### config.mk
export PLATFORM = sky130hd
export DESIGN_NAME = z380_waitgen_loader
export DESIGN_NICKNAME = d
export VERILOG_FILES = /design/src/rtl/z380_waitgen_loader.sv
export SDC_FILE = /design/constraint.sdc
export NUM_CORES = 1
export LEC_CHECK = 0
export BUFFER_PORTS_ARGS = -buffer_cell sky130_fd_sc_hd__buf_2
export CELL_PAD_IN_SITES_DETAIL_PLACEMENT = 0
export CELL_PAD_IN_SITES_GLOBAL_PLACEMENT = 1
export CORE_MARGIN = 1
export CORE_UTILIZATION = 30
export DETAILED_ROUTE_END_ITERATION = 16
export PLACE_DENSITY = 0.65
export SYNTH_ARGS = -nofsm -noshare
export SYNTH_HDL_FRONTEND = slang
export SYNTH_SLANG_ARGS = --single-unit
### constraint.sdc
create_clock -name clk -period 5.31 [get_ports clk]
set_input_delay 0.2655 -clock clk [delete_from_list [all_inputs] [get_ports clk]]
set_output_delay 0.2655 -clock clk [all_outputs]
set_load 0.005 [all_outputs]
### src/rtl/z380_waitgen_loader.sv
// rtl/z380_waitgen_loader.sv - CSR initiator that programs the wait-state profile registers
//
// On start, copies cfg_waits into a shadow register and writes profile i to
// CSR_BASE + 4*i, one transaction at a time, until every profile is written
// or a response faults.
// Optional feature macro: Z380_WAITGEN_LOADER_VERIFY_EN reads back each
// profile after its write and aborts on a fault or a data mismatch.
//
// Ports:
//   clk, rst          clock, synchronous active-high reset
//   start             begin a load (accepted only while idle)
//   cfg_waits         packed profile values, profile i = [i*COUNT_W +: COUNT_W]
//   busy              load in progress
//   done / error      sticky outcome of the last load
//   err_index         profile index at which the load aborted
//   req_*             CSR request channel (valid/ready, write, addr, wdata, wstrb)
//   rsp_*             CSR response channel (valid/ready, rdata, fault, side_effect)
module z380_waitgen_loader #(
    parameter int          PROFILE_COUNT = 8,
    parameter int          COUNT_W       = 8,
    parameter int          INDEX_W       = (PROFILE_COUNT > 1) ? $clog2(PROFILE_COUNT) : 1,
    parameter logic [31:0] CSR_BASE      = 32'h00a22000
) (
    input  logic                             clk,
    input  logic                             rst,
    input  logic                             start,
    input  logic [PROFILE_COUNT*COUNT_W-1:0] cfg_waits,
    output logic                             busy,
    output logic                             done,
    output logic                             error,
    output logic [INDEX_W-1:0]               err_index,
    output logic                             req_valid,
    input  logic                             req_ready,
    output logic                             req_write,
    output logic [31:0]                      req_addr,
    output logic [31:0]                      req_wdata,
    output logic [3:0]                       req_wstrb,
    input  logic                             rsp_valid,
    output logic                             rsp_ready,
    input  logic [31:0]                      rsp_rdata,
    input  logic                             rsp_fault,
    input  logic                             rsp_side_effect
);

    localparam logic [2:0] S_IDLE   = 3'd0;
    localparam logic [2:0] S_WR_REQ = 3'd1;
    localparam logic [2:0] S_WR_RSP = 3'd2;
`ifdef Z380_WAITGEN_LOADER_VERIFY_EN
    localparam logic [2:0] S_RD_REQ = 3'd3;
    localparam logic [2:0] S_RD_RSP = 3'd4;
`endif
    localparam logic [2:0] S_FIN    = 3'd5;

    localparam logic [INDEX_W-1:0] LAST_INDEX = INDEX_W'(PROFILE_COUNT - 1);

    logic [2:0]                       state;
    logic [INDEX_W-1:0]               index;
    logic [INDEX_W-1:0]               next_index;
    logic [PROFILE_COUNT*COUNT_W-1:0] shadow;
    logic [COUNT_W-1:0]               cur_val;
    logic [COUNT_W-1:0]               next_val;
    logic                             step_ok;

    // Responses are always accepted; stray responses outside *_RSP are drained.
    assign rsp_ready = 1'b1;

    // Side-effect flag and (in write-only builds) read data carry no meaning here.
    logic unused_rsp;
    assign unused_rsp = ^{rsp_side_effect, rsp_rdata};

    function automatic logic [31:0] profile_addr(input logic [INDEX_W-1:0] idx);
        logic [31:0] off;
        off = '0;
        off[INDEX_W-1:0] = idx;
        return CSR_BASE + (off << 2);
    endfunction

    function automatic logic [31:0] zext(input logic [COUNT_W-1:0] v);
        logic [31:0] r;
        r = '0;
        r[COUNT_W-1:0] = v;
        return r;
    endfunction

    assign next_index = index + INDEX_W'(1);
    assign cur_val    = shadow[int'(index) * COUNT_W +: COUNT_W];
    // Only consumed when index is not the last profile, so it never reads past the shadow.
    assign next_val   = shadow[int'(next_index) * COUNT_W +: COUNT_W];

    // step_ok marks the response that completes the current profile successfully.
    always_comb begin
        step_ok = 1'b0;
`ifdef Z380_WAITGEN_LOADER_VERIFY_EN
        if (state == S_RD_RSP && rsp_valid && !rsp_fault && rsp_rdata[COUNT_W-1:0] == cur_val)
            step_ok = 1'b1;
`else
        if (state == S_WR_RSP && rsp_valid && !rsp_fault)
            step_ok = 1'b1;
`endif
    end

    always_ff @(posedge clk) begin
        if (rst) begin
            state     <= S_IDLE;
            index     <= '0;
            shadow    <= '0;
            busy      <= 1'b0;
            done      <= 1'b0;
            error     <= 1'b0;
            err_index <= '0;
            req_valid <= 1'b0;
            req_write <= 1'b0;
            req_addr  <= '0;
            req_wdata <= '0;
            req_wstrb <= '0;
        end else begin
            case (state)
                S_IDLE: begin
                    if (start) begin
                        // Profile 0 comes straight from cfg_waits: shadow is only loaded this edge.
                        shadow    <= cfg_waits;
                        done      <= 1'b0;
                        error     <= 1'b0;
                        err_index <= '0;
                        index     <= '0;
                        busy      <= 1'b1;
                        req_valid <= 1'b1;
                        req_write <= 1'b1;
                        req_addr  <= CSR_BASE;
                        req_wdata <= zext(cfg_waits[COUNT_W-1:0]);
                        req_wstrb <= 4'hF;
                        state     <= S_WR_REQ;
                    end
                end
                S_WR_REQ: begin
                    if (req_ready) begin
                        req_valid <= 1'b0;
                        state     <= S_WR_RSP;
                    end
                end
                S_WR_RSP: begin
                    if (rsp_valid) begin
                        if (rsp_fault) begin
                            error     <= 1'b1;
                            err_index <= index;
                            state     <= S_FIN;
                        end
`ifdef Z380_WAITGEN_LOADER_VERIFY_EN
                        else begin
                            // Read back from the same address just written.
                            req_valid <= 1'b1;
                            req_write <= 1'b0;
                            req_wstrb <= 4'h0;
                            state     <= S_RD_REQ;
                        end
`endif
                    end
                end
`ifdef Z380_WAITGEN_LOADER_VERIFY_EN
                S_RD_REQ: begin
                    if (req_ready) begin
                        req_valid <= 1'b0;
                        state     <= S_RD_RSP;
                    end
                end
                S_RD_RSP: begin
                    if (rsp_valid && !step_ok) begin
                        error     <= 1'b1;
                        err_index <= index;
                        state     <= S_FIN;
                    end
                end
`endif
                S_FIN: begin
                    busy  <= 1'b0;
                    done  <= ~error;
                    state <= S_IDLE;
                end
                default: state <= S_IDLE;
            endcase

            // Advance to the next profile (or finish) after a clean response.
            if (step_ok) begin
                if (index == LAST_INDEX) begin
                    state <= S_FIN;
                end else begin
                    index     <= next_index;
                    req_valid <= 1'b1;
                    req_write <= 1'b1;
                    req_addr  <= profile_addr(next_index);
                    req_wdata <= zext(next_val);
                    req_wstrb <= 4'hF;
                    state     <= S_WR_REQ;
                end
            end
        end
    end

endmodule

=== Word level (Yosys, flattened, before mapping) ===
Index checks and enable logic that the tools add are counted.

* Reductions and logical operators: 10
* Add/subtract/negate cells: 2
* Divide/modulo/power cells: 0
* Equality and inequality tests: 11
* Bitwise logic cells: 1
* Multiplexer cells: 44
* Magnitude comparators: 0
* Shifts and indexed selects: 1
* Multipliers: 0

{| class="wikitable"
|+ Operators by type and width
! cell !! number
|-
| $mux W32 || 8
|-
| $shiftx A64 B7 Y8 || 1
|-
| $mux W3 || 13
|-
| $add A24 B5 Y25 const A || 1
|-
| $mux W4 || 4
|-
| $mux W1 || 13
|-
| $ne A3 B3 Y1 const B || 4
|-
| $pmux W3 S3 || 1
|-
| $pmux W1 S2 || 4
|-
| $reduce_and A4 Y1 || 2
|-
| $eq A3 B3 Y1 const B || 2
|-
| $ne A2 B2 Y1 const B || 3
|-
| $pmux W3 S2 || 1
|-
| $reduce_and A2 Y1 || 2
|-
| $reduce_bool A2 Y1 || 2
|-
| $add A3 B1 Y3 const B || 1
|-
| $eq A3 B1 Y1 const B || 1
|-
| $eq A3 B2 Y1 const B || 1
|-
| $logic_not A3 Y1 || 1
|-
| $logic_and A1 B1 Y1 || 2
|-
| $logic_not A1 Y1 || 1
|-
| $not A1 Y1 || 1
|}

* Latch bits: 0
* Word-level logic and storage cells: 81
* Bits in registers: 146
* ROM bits: 0
* Output and inout port bits: 77
* Memories kept: 0
* Input port bits: 103
* RAM bits: 0

=== Depth between registers and ports, before layout ===
* Word-level depth: 6
* Depth in mapped cells: 8
* Depth with buffers taken out: 6

=== Worst setup path after synthesis ===
No wires, ideal clock.

* Path type: reg-to-reg
* From: reg index[1]
* To: reg req_wdata[0]
* Path buffers: 2
* Arrival: 1.659 ns
* Required time: 5.176 ns
* Cell stages (with the launch flop): 7
* Clock period less this slack: 1.793 ns
* Setup time: 0.134 ns
* Path slack: 3.517 ns
* Path through: dfxtp_1 > ha_1 > buf_4 > buf_4 > mux4_2 > o22ai_1 > a211oi_1

* Cells in the longest elaborated chain, start to end: 4
* Elaborated cells on any way between the ends: 5
* Those cells by class: 1 x add/sub; 1 x eq/ne; 1 x shift; 2 x mux

{| class="wikitable"
|+ RTL lines
! what !! line !! source
|-
| from (decl) || 57 || <nowiki>logic [INDEX_W-1:0] index;</nowiki>
|-
| from (signal assigned) || 187 || <nowiki>index <= next_index;</nowiki>
|-
| $add A3 B1 Y3 || 85 || <nowiki>assign next_index = index + INDEX_W'(1);</nowiki>
|-
| $shiftx A64 B7 Y8 || 88 || <nowiki>assign next_val = shadow[int'(next_index) * COUNT_W +: COUNT_W];</nowiki>
|-
| $mux W32 (*) || 184 || <nowiki>if (index == LAST_INDEX) begin</nowiki>
|-
| $mux W32 (*) || 183 || <nowiki>if (step_ok) begin</nowiki>
|-
| to (signal assigned) || 130 || <nowiki>req_wdata <= zext(cfg_waits[COUNT_W-1:0]);</nowiki>
|-
| to (signal assigned) || 191 || <nowiki>req_wdata <= zext(next_val);</nowiki>
|-
| to (decl) || 36 || <nowiki>output logic [31:0] req_wdata,</nowiki>
|}

Mark *: on every way between the ends. The rest lies on a longest branch, timed or not.
A chain may end at the register's enable or synchronous reset.

=== Worst setup path after layout ===
* From: reg index[0]
* To: reg req_wdata[2]

Same word-level chain as after synthesis.

==> results.cfg <==
[cts]
cts_buffer_depth = 2
cts_buffers = 17
holdBufCountCts = 0
clock_sinks = 146
cts-root-buf = clkbuf_16
clk_latency_ns = 0.42
cts_resized = 0
cts_setup_buffers = 0
h-tree-depth = 4
path_clk_slew_ns = 0.06
cts_tree = yes

[floorplan]
io_pins = 180
start_util_pct = 30.6
fp.dieW_um = 135
die-area_sq_um = 18100
core_sq_um = 17200
rows = 48
die_h_um = 135

[layout]
fillers = 1749
final_area_sq_um = 6710
final_nets = 781
area_delta_synth_final_pct = 27.3
multi_input_comb_area_sq_um = 2080
regArea_sq_um = 2920
drive_above_1_share_pct = 30.8
utilization_pct = 38.9
diodes = 0

[timing]
min_period_ns = 2.77
drv_slew = 0
rsz0062_at_grt = false
max_clock_freq_mhz = 361
final.setup.worst_slack_ns = 2.54
setup_violations = 0
tightest_slew_ns = 1.10
tns_ns = 0
slew_headroom_pct = 26.6
finClkSkew_ns = 0.00673
finalHoldViolCount = 0
min_period_over_period_pct = 52.2

[yosys]
synth_cells = 548
synth.net_count = 653
ys_seq_elements = 146
syn_avg_cell_area_sq_um = 9.62
ys_types = 35
synth_warnings = 0
synth_seq_area_share_pct = 55.4
netlist.area_leader.share_pct = 55.4
synth_top_area_cell = dfxtp_1
async_flop_share_pct = 0
synthFlopType = dfxtp_1
synth_area_leaders = dfxtp_1 55%, nand2_1 10%, a21oi_1 8.0%
ys_top_cells_by_count = 146 x dfxtp_1, 145 x nand2_1, 84 x a21oi_1
synth_most_common_cell = dfxtp_1
synth_edf_count = 0
synth.cell_area_sq_um = 5270

[routing]
wire_per_inst_um = 14.6
first_pass_iters = 4
ant_nets = 0
vias_per_cell = 4.61
vias = 4218
totalWireLength_um = 13300
drc = 0
drt_first_iter_violations = 264

[power_and_ir_drop]
power.density_nw_per_um2 = 387
p_total_mw = 2.60
power_leakage_nw = 2.91
vdd_ir_drop_max_v = 0.000209

[global_route]
grt_use_total_pct = 15.1
grt_overflow_total = 0
grt_pass1_vias = 4039
grt_pass1_wl_um = 20900
grt_max_degree = 97
antenna_found_initial = 0

[worst_setup_path]
crit_chain = ha_1 > buf_4 > mux4_2 > nor2b_1 > a211oi_1 > a311oi_1
startpoint_type = flip-flop
critPathMaxFanout = 20
slowest_stage = dfxtp_1
path_class = flip-flop to flip-flop
slowest_delay_ns = 1.02
worst_setup_path_end_kind = flip-flop
required_ns = 5.56
arrival_ns = 3.02
critical-path-top-delay-family = flip-flops
cp_num_buf_inv = 1

[min_path]
min_path_type = input port to flip-flop

[placed_design]
dp_hpwl_um = 9080
place_congestion = 0.705
post-place-ws_ns = 2.19
dpl_cell_area_sq_um = 6080
io_buffers = 145

[run]
cap_violations = 0

[status]
outcome = finished clean
==> report_power, final <==
| part | switching (mW) | total [mW] | internal, mW |
|---|---|---|---|
| Combinational | 0.116 | 0.198 | 0.0817 |
| Sequential | 0.0279 | 1.17 | 1.14 |
| Clock | 0.480 | 1.23 | 0.746 |
| Total | 0.625 | 2.60 | 1.97 |
==> worst paths after layout <==
kind | startpoint | to | slack [ns] | cells after the start
min | cfg_waits[35] | shadow[35] | 0.08 | 3
max reg2reg | index[0] | req_wdata[2] | 2.54 | 6
min reg2reg | req_write | req_write | 0.45 | 2
max | index[0] | req_wdata[2] | 2.54 | 6
==> layout make-up <==
cell class	count	area share, %
multi-input combinational	351	31.0
inverter	10	0.559
clock inverter	14	2.65
timing repair buffer	150	11.6
sequential	146	43.5
tap	225	4.19
clock buffer	18	6.39
==> kinds of logic (layout without fill, tap and decap cells) <==
family	Yosys count	in the layout	share of synthesized area, %
compound gates	114	114	12.1
fa+ha+maj	2	2	0.475
buf+inv	51	192	5.08
flops	146	146	55.4
mux	16	16	6.84
other cells	1	1	0.0711
simple gates	218	218	20.0
==> state kept, by name, summed over array words and instances, names as in the netlist <==
| signal | flops |
|---|---|
| error | 1 |
| state | 3 |
| req_write | 1 |
| busy | 1 |
| err_index | 3 |
| shadow | 64 |
| req_addr | 32 |
| index | 3 |
| req_valid | 1 |
| req_wdata | 32 |
| req_wstrb | 4 |
| done | 1 |
==> worst register-to-register path, stage by stage (launching register included) <==
cell and delay, ns:
dfxtp_1 1.02, ha_1 0.27, buf_4 0.32, mux4_2 0.54
nor2b_1 0.14, a211oi_1 0.25, a311oi_1 0.07
==> cells in the final DEF, fill, tap and decap left out, types with 3 or more instances in the layout <==
master / n
dfxtp_1: 146
nand2_1: 145
buf_2: 145
a21oi_1: 84
and2_1: 39
clkbuf_16: 18
mux4_2: 16
and2_4: 11
inv_1: 10
o22ai_1: 7
a211oi_1: 5
a311oi_1: 5
inv_6: 5
nor2_1: 4
nor3_1: 4
clkinvlp_4: 4
buf_4: 4
nand3_1: 3
a21boi_0: 3
o21ai_0: 3
a22o_1: 3
bufinv_16: 3
==> metrics by stage <==
step,cells,hold slack [ns]
after floorplan,548,0.401
after global placement,881,0.433
after detailed placement,881,0.438
after CTS,913,0.0613
after global routing,914,0.0707
final,914,0.0807
==> routing by layer <==
metal	global-route usage (%)	part of all wire (%)	routed length, um	vias to the layer above
met5	0	0	0	-
met4	7.30	2.0	268	0
met3	3.79	4.4	590	23
met2	23.4	47	6240	112
met1	19.7	47	6230	1997
li1	-	-	-	2086
Note: power is estimated with default switching activity, not from simulation.
